## src/rtl/dkong3_obj_dma.sv

```systemverilog
// dkong3_obj_dma: double-buffered sprite table DMA from CPU RAM into object RAM; OBJ_DMA_ABORT_EN adds I_ABORT
module dkong3_obj_dma #(
  parameter int XFER_LEN = 384,
  parameter logic [7:0] SRC_LO = 8'h00
) (
  input  logic        I_CLK_12M,
  input  logic        RST_4L,
  input  logic        I_START,
  input  logic [7:0]  I_SRC_HI,
  input  logic        I_2PSL,
  input  logic        I_BUSAKn,
  input  logic [7:0]  I_MD,
`ifdef OBJ_DMA_ABORT_EN
  input  logic        I_ABORT,
`endif
  output logic        O_BUSRQn,
  output logic [15:0] O_MA,
  output logic        O_MRDn,
  output logic [9:0]  O_OBJ_DMA_A,
  output logic [7:0]  O_OBJ_DMA_D,
  output logic        O_OBJ_DMA_CE,
  output logic        O_BUSY,
  output logic        O_DONE
);
  localparam logic [2:0] IDLE = 3'd0, REQ = 3'd1, RD0 = 3'd2, RD1 = 3'd3, WR = 3'd4, REL = 3'd5;
  logic [2:0] state_q, state_d;
  logic [8:0] cnt_q, cnt_d;
  logic [15:0] src_q, src_d, ma_q, ma_d;
  logic bank_q, bank_d, aborted_q, aborted_d;
  logic [9:0] a_q, a_d;
  logic [7:0] d_q, d_d;
  logic abort, ack, last, go;
`ifdef OBJ_DMA_ABORT_EN
  assign abort = I_ABORT;
`else
  assign abort = 1'b0;
`endif
  assign ack = ~I_BUSAKn;
  assign last = cnt_q == 9'(XFER_LEN - 1);
  assign go = ack & ~abort;
  always_comb begin
    state_d = state_q;
    cnt_d = cnt_q;
    src_d = src_q;
    bank_d = bank_q;
    ma_d = ma_q;
    a_d = a_q;
    d_d = d_q;
    aborted_d = aborted_q;
    case (state_q)
      IDLE: if (I_START) begin
        state_d = REQ;
        src_d = {I_SRC_HI, SRC_LO};
        bank_d = ~I_2PSL;
        cnt_d = '0;
        aborted_d = 1'b0;
      end
      REQ: begin
        state_d = abort ? REL : ack ? RD0 : REQ;
        aborted_d = abort;
        ma_d = go ? src_q + 16'(cnt_q) : ma_q;
      end
      RD0: begin
        state_d = abort ? REL : ack ? RD1 : REQ;
        aborted_d = abort;
      end
      RD1: begin
        state_d = abort ? REL : ack ? WR : REQ;
        aborted_d = abort;
        d_d = go ? I_MD : d_q;
        a_d = go ? {bank_q, cnt_q} : a_q;
      end
      WR: begin
        state_d = abort ? REL : !ack ? REQ : last ? REL : RD0;
        aborted_d = abort;
        cnt_d = (go && !last) ? cnt_q + 9'd1 : cnt_q;
        ma_d = (go && !last) ? src_q + 16'(cnt_q + 9'd1) : ma_q;
      end
      default: state_d = IDLE;
    endcase
  end
  always_ff @(posedge I_CLK_12M or negedge RST_4L)
    if (!RST_4L) begin
      state_q <= IDLE;
      cnt_q <= '0;
      src_q <= '0;
      bank_q <= 1'b0;
      ma_q <= '0;
      a_q <= '0;
      d_q <= '0;
      aborted_q <= 1'b0;
    end else begin
      state_q <= state_d;
      cnt_q <= cnt_d;
      src_q <= src_d;
      bank_q <= bank_d;
      ma_q <= ma_d;
      a_q <= a_d;
      d_q <= d_d;
      aborted_q <= aborted_d;
    end
  assign O_BUSRQn = !(state_q inside {REQ, RD0, RD1, WR});
  assign O_MRDn = !((state_q inside {RD0, RD1}) && ack);
  assign O_OBJ_DMA_CE = state_q == WR && ack;
  assign O_BUSY = state_q != IDLE;
  assign O_DONE = state_q == REL && !aborted_q;
  assign O_MA = ma_q;
  assign O_OBJ_DMA_A = a_q;
  assign O_OBJ_DMA_D = d_q;
endmodule

```

## config.mk

```make
export PLATFORM = sky130hd
export DESIGN_NAME = dkong3_obj_dma
export DESIGN_NICKNAME = d
export VERILOG_FILES = /design/src/rtl/dkong3_obj_dma.sv
export SDC_FILE = /design/constraint.sdc
export NUM_CORES = 1
export LEC_CHECK = 0
export BUFFER_PORTS_ARGS = -buffer_cell sky130_fd_sc_hd__buf_2
export CAP_MARGIN = 20
export CORE_MARGIN = 5
export CORE_UTILIZATION = 29
export DETAILED_ROUTE_END_ITERATION = 16
export GPL_ROUTABILITY_DRIVEN = 0
export SYNTH_ARGS = -nofsm -noshare
export SYNTH_HDL_FRONTEND = slang
export SYNTH_SLANG_ARGS = --single-unit
```

## constraint.sdc

```tcl
create_clock -name I_CLK_12M -period 2.15 [get_ports I_CLK_12M]
set_input_delay 0.5375 -clock I_CLK_12M [delete_from_list [all_inputs] [get_ports I_CLK_12M]]
set_output_delay 0.5375 -clock I_CLK_12M [all_outputs]
set_load 0.05 [all_outputs]
```

=== Word level (Yosys, flattened, before mapping) ===
Index checks and enable logic that the tools add are counted.

* Bits in registers: 56
* Word-level logic and storage cells: 59
* Output and inout bits: 39
* Input port bits: 21

* Muxes and demuxes: 15
* Bitwise logic cells: 2
* Equality and inequality tests: 9
* $add $sub $neg: 4
* Reductions and logical operators: 21

{| class="wikitable"
|+ Operators with widths
! kind !! number
|-
| 2-to-1 mux 16 bit || 2
|-
| one-hot mux 16 bit (2 select lines) || 1
|-
| 2-to-1 mux 9 bit || 2
|-
| one-hot mux 9 bit (2 select lines) || 1
|-
| adder 16 x 10 -> 16 bit || 1
|-
| adder 16 x 9 -> 16 bit || 1
|-
| one-hot mux 3 bit (5 select lines) || 1
|-
| 2-to-1 mux 3 bit || 4
|-
| adder 9 x 1 -> 10 bit, second input constant || 1
|-
| adder 9 x 1 -> 9 bit, second input constant || 1
|-
| == test 9 bit, second input constant || 1
|-
| nonzero test 2 bit || 4
|-
| == test 3 x 2 -> 1 bit, second input constant || 2
|-
| == test 3 bit, second input constant || 2
|-
| inequality test 2 bit, second input constant || 3
|-
| AND reduction 2 bit || 3
|-
| AND reduction 3 bit || 2
|-
| logical AND 1 bit || 4
|-
| logical NOT 1 bit || 4
|-
| 2-to-1 mux 2 bit || 2
|-
| nonzero test 4 bit || 1
|-
| OR reduction 4 bit || 1
|-
| == test 3 x 1 -> 1 bit, second input constant || 1
|-
| logical NOT 3 bit || 1
|-
| other kinds (4) || 5
|}

=== Longest topological paths before layout ===
* Depth after elaboration: 5
* Depth in mapped cells: 8
* Gate-level depth less buffers: 7

=== Least setup slack after synthesis ===
OpenSTA, ideal clock, no wires.

* Path kind: input-to-reg
* From: input port I_BUSAKn
* To: register d_q[7], in the netlist O_OBJ_DMA_D[7]
* Library setup time: 0.125 ns
* Required time: 2.025 ns
* Slack: -0.237 ns
* Cell stages on the path: 5
* Arrival: 2.263 ns
* Path buffers: 1
* Path through: inv_1 -> nand3b_1 -> nor2_1 -> buf_2 -> mux2_2

* Longest elaborated chain between the ends: 2

{| class="wikitable"
|+ Ends and longest elaborated chain
! what !! RTL line !! source
|-
| start, declared || 11 || <nowiki>input logic I_BUSAKn,</nowiki>
|-
| inverter 1 bit (no source line) || n/a ||
|-
| AND reduction 2 bit (no source line) || n/a ||
|-
| end signal, assigned || 90 || <nowiki>d_q <= '0;</nowiki>
|-
| end signal, assigned || 99 || <nowiki>d_q <= d_d;</nowiki>
|-
| end, declared || 31 || <nowiki>logic [7:0] d_q, d_d;</nowiki>
|}

Every way passes these cells.
A chain may end at the register's enable or synchronous reset.

=== Final worst setup path ===
* From: register state_q[1]
* To: output port O_OBJ_DMA_CE

* Longest elaborated chain between the ends: 2

{| class="wikitable"
|+ Ends and longest elaborated chain
! what !! RTL line !! source
|-
| start, declared || 26 || <nowiki>logic [2:0] state_q, state_d;</nowiki>
|-
| start signal, assigned || 93 || <nowiki>state_q <= state_d;</nowiki>
|-
| == test 3 bit || 104 || <nowiki>assign O_OBJ_DMA_CE = state_q == WR && ack;</nowiki>
|-
| logical AND 1 bit || 104 ||
|-
| end, declared || 21 || <nowiki>output logic O_OBJ_DMA_CE,</nowiki>
|}

Every way passes these cells.

==> reports/qor.csv <==
stage,metric,value,unit
die,initial core utilization,29.6,%
worst_setup_path,Critical Path Sink Type,output port,
worst_setup_path,Crit path required time,1.61,ns
timing,hold_ws,0.204,ns
die,Die X,104,um
die,# IOs,60,
logic_synthesis,"Primary FF master, synth",dfrtp_1,
power,Clk pwr share,14.9,%
power,Leak,1.61,nW
worst_setup_path,"slowest stage delay, CP",0.44,ns
global_routing,first-pass GRT wire length,10100,um
die,number of cell rows,34,
timing,worst setup margin,0.0658,ns
logic_synthesis,async set-or-reset flop fraction in the synthesized netlist,100,%
logic_synthesis,syn avg cell area,10.2,um^2
power,VDD IR max,0.650,mV
timing,endpoints failing setup,0,
clock_network,Clock Sinks,55,
logic_synthesis,"top cells by area, synth","dfrtp_1, mux2_2, nand2_1",
worst_setup_path,"Largest delay share family, worst path",simple AND/OR/NAND/NOR gates,
power,logic gate share of total power,46.9,%
die,Placeable Area,0.00868,mm^2
timing,Final period util,96.9,%
power,Net Sw Power,1.76,mW
logic_synthesis,top cell type's share of synthesized area,53.6,%
detailed_routing,Via density,4.74,
die,Die ar.,0.0108,mm^2
timing,Final Hold Vio Count,0,
worst_setup_path,"Worst Path Class, Setup",flip-flop to output port,
logic_synthesis,"EDFF count, synth",0,
worst_setup_path,CP Data Arrival Time,1.55,ns
flow_run,max cap viols,0,
clock_network,"Clk Latency, worst-skew pair",0.31,ns
worst_setup_path,"Slowest-stage cell, CP",or3b_4,
worst_hold_path,HP Class,input port to async pin,
cells_and_area,number of diodes,0,
detailed_routing,final WL,6040,um
power,power per cell area,1190,mW/mm^2
timing,TNS Setup,0,ns
logic_synthesis,Synth area leader,dfrtp_1,
timing,Worst Skew,0.00316,ns
worst_setup_path,worst-path maximum fanout,6,
timing,Max Freq,480,MHz
outcome,outcome,"complete, no violations",
timing,post-layout min period,2.08,ns
clock_network,Num CTS Buffers,5,
logic_synthesis,"Seq/Total Area, Yosys",53.6,%
global_routing,number of global-route vias before repair,1977,
clock_network,Root Driver,clkbuf_8,
detailed_routing,routed length per instance,14.0,um
global_routing,grt total ovfl,0,
power,Reg power frac,38.2,%
placed_design,I/O Buffers,59,
detailed_routing,post-route ant nets,0,
clock_network,TritonCTS clock tree,done,
cells_and_area,Final Net Count,348,
placed_design,pre-CTS WS,0.192,ns
detailed_routing,total number of vias,2049,
cells_and_area,fin util,37.4,%
clock_network,Clock transition at path regs,0.10,ns
power,Internal Pwr Total,2.09,mW
worst_setup_path,Worst Path Buf+Inv,1,
logic_synthesis,Yosys cell types,39,
global_routing,largest net degree at the start of global routing,56,
cells_and_area,share of cells above drive strength 1,35.5,%
die,Die H,104,um
clock_network,Clock Path Buffers,2,
placed_design,dpl hpwl,4370,um
detailed_routing,Initial DRT Pass Iterations,4,
power,switch share,45.8,%
worst_setup_path,CP Cell Sequence,"or3b_4, nor2_4, buf_8",
clock_network,H-tree depth,2,
detailed_routing,initial drt markers,89,
logic_synthesis,Post-Synthesis Net Count,277,
cells_and_area,Area Overhead vs Synth,26.2,%
worst_setup_path,CP startpoint kind,flip-flop,
global_routing,All-Layer GR Usage,11.2,%
logic_synthesis,Synth Instances,252,
clock_network,cts hold-fix bufs,0,
timing,Slew @ Worst Pin,0.364,ns
logic_synthesis,YS warnings,0,
logic_synthesis,area of the mapped netlist,0.00257,mm^2
timing,max_slew headroom,75.5,%
timing,fin. max-slew vios,0,
detailed_routing,DRC,0,
logic_synthesis,synthesis-stage register bit count,55,
global_routing,initial antenna violation count,0,
-- cell usage after synthesis, drive strengths merged (2+ instances only) --
library cell	instances
a21o	2
a21oi	10
and2	2
and3	3
buf	8
clkbuf	7
dfrtp	55
ha	4
inv	5
mux2	19
nand2	55
nand3	3
nand4	6
nor2	10
o21ai	28
o31ai	4
xnor2	7
xor2	8
-- flip-flops by register name, indices dropped and copies added, names as in the netlist --
register and flops:
O_OBJ_DMA_A 10, O_MA 16, O_OBJ_DMA_D 8, bank_q 1, cnt_q 9, src_q 8, state_q 3
-- stage by stage --
step / instances / cell area [um^2] / total power, mW
6_report: 432 / 3240 / 3.85
5_1_grt: 432 / 3240 / 4.11
4_1_cts: 426 / 3180 / 3.89
3_5_place_dp: 418 / 3090 / 3.29
3_3_place_gp: 418 / 3090 / 3.26
2_1_floorplan: 252 / 2580 / 2.79
-- path summary, 6_finish.rpt --
kind | end | startpoint | slack (ns) | cells after the start
min in group I_CLK_12M | src_q[11] | I_SRC_HI[3] | 0.41 | 3
max in group asynchronous | O_MA[10] | RST_4L | 1.68 | 2
setup reg to reg | O_MA[15] | state_q[1] | 0.23 | 6
hold reg to reg | O_MA[2] | O_MA[2] | 0.49 | 2
hold / removal | O_MA[3] | RST_4L | 0.20 | 2
setup / recovery | O_OBJ_DMA_CE | state_q[1] | 0.07 | 3
-- power groups by stage --
stage                     Clock [mW]  Combinational, mW  Sequential, mW
after global routing           0.651               1.95            1.51
after CTS                      0.608               1.80            1.48
after global placement             0               1.78            1.48
after detailed placement           0               1.79            1.50
final                          0.574               1.80            1.47
after floorplan                    0              0.758            2.04
-- metal layers --
layer | wire length [um] | GRT usage, % | vias to the layer above
met5 | 0 | 0 | -
met4 | 53 | 2.68 | 0
met3 | 265 | 3.04 | 7
met2 | 2860 | 17.6 | 45
met1 | 2860 | 15.4 | 995
li1 | - | - | 1002
-- final cells by class --
type | instances | area (um^2)
Sequential cell | 55 | 1380
Multi-Input combinational cell | 176 | 1130
Inverter | 6 | 22.5
Clock inverter | 2 | 12.5
Fill cell | 913 | 5430
Clock buffer | 6 | 72.6
Tap cell | 108 | 135
Timing Repair Buffer | 79 | 495
-- layout by cell type (no fill, tap or decap), types with 5 or more instances in the layout --
cell type   n
dfrtp_1    55
clkbuf_8    5
nand4_1     6
inv_1       5
xnor2_1     7
nor2_1      8
a21oi_1     8
xor2_1      8
mux2_2     19
buf_4      17
o21ai_1     6
buf_2      57
nand2_1    55
o21ai_0    21
-- cells by family (layout without fill, tap and decap cells) --
logic type | Yosys count | count (layout) | synth area share, %
adders and majority gates | 4 | 4 | 1.95
and+or+nand+nor | 89 | 89 | 16.2
muxes | 19 | 19 | 8.33
buffers and inverters | 21 | 93 | 3.41
DFF | 55 | 55 | 53.6
xor gates and xnor gates | 15 | 15 | 5.11
AOI/OAI and AO/OA | 49 | 49 | 11.4
-- timing repair --
action | 4_1_cts | 5_1_grt
setup buffers | 0 | 6
endpoints found under the setup margin | 1 | 5
pin swaps | 0 | 2
gates resized for setup | 3 | 4
No activity file was read; power rests on OpenSTA's default activity.
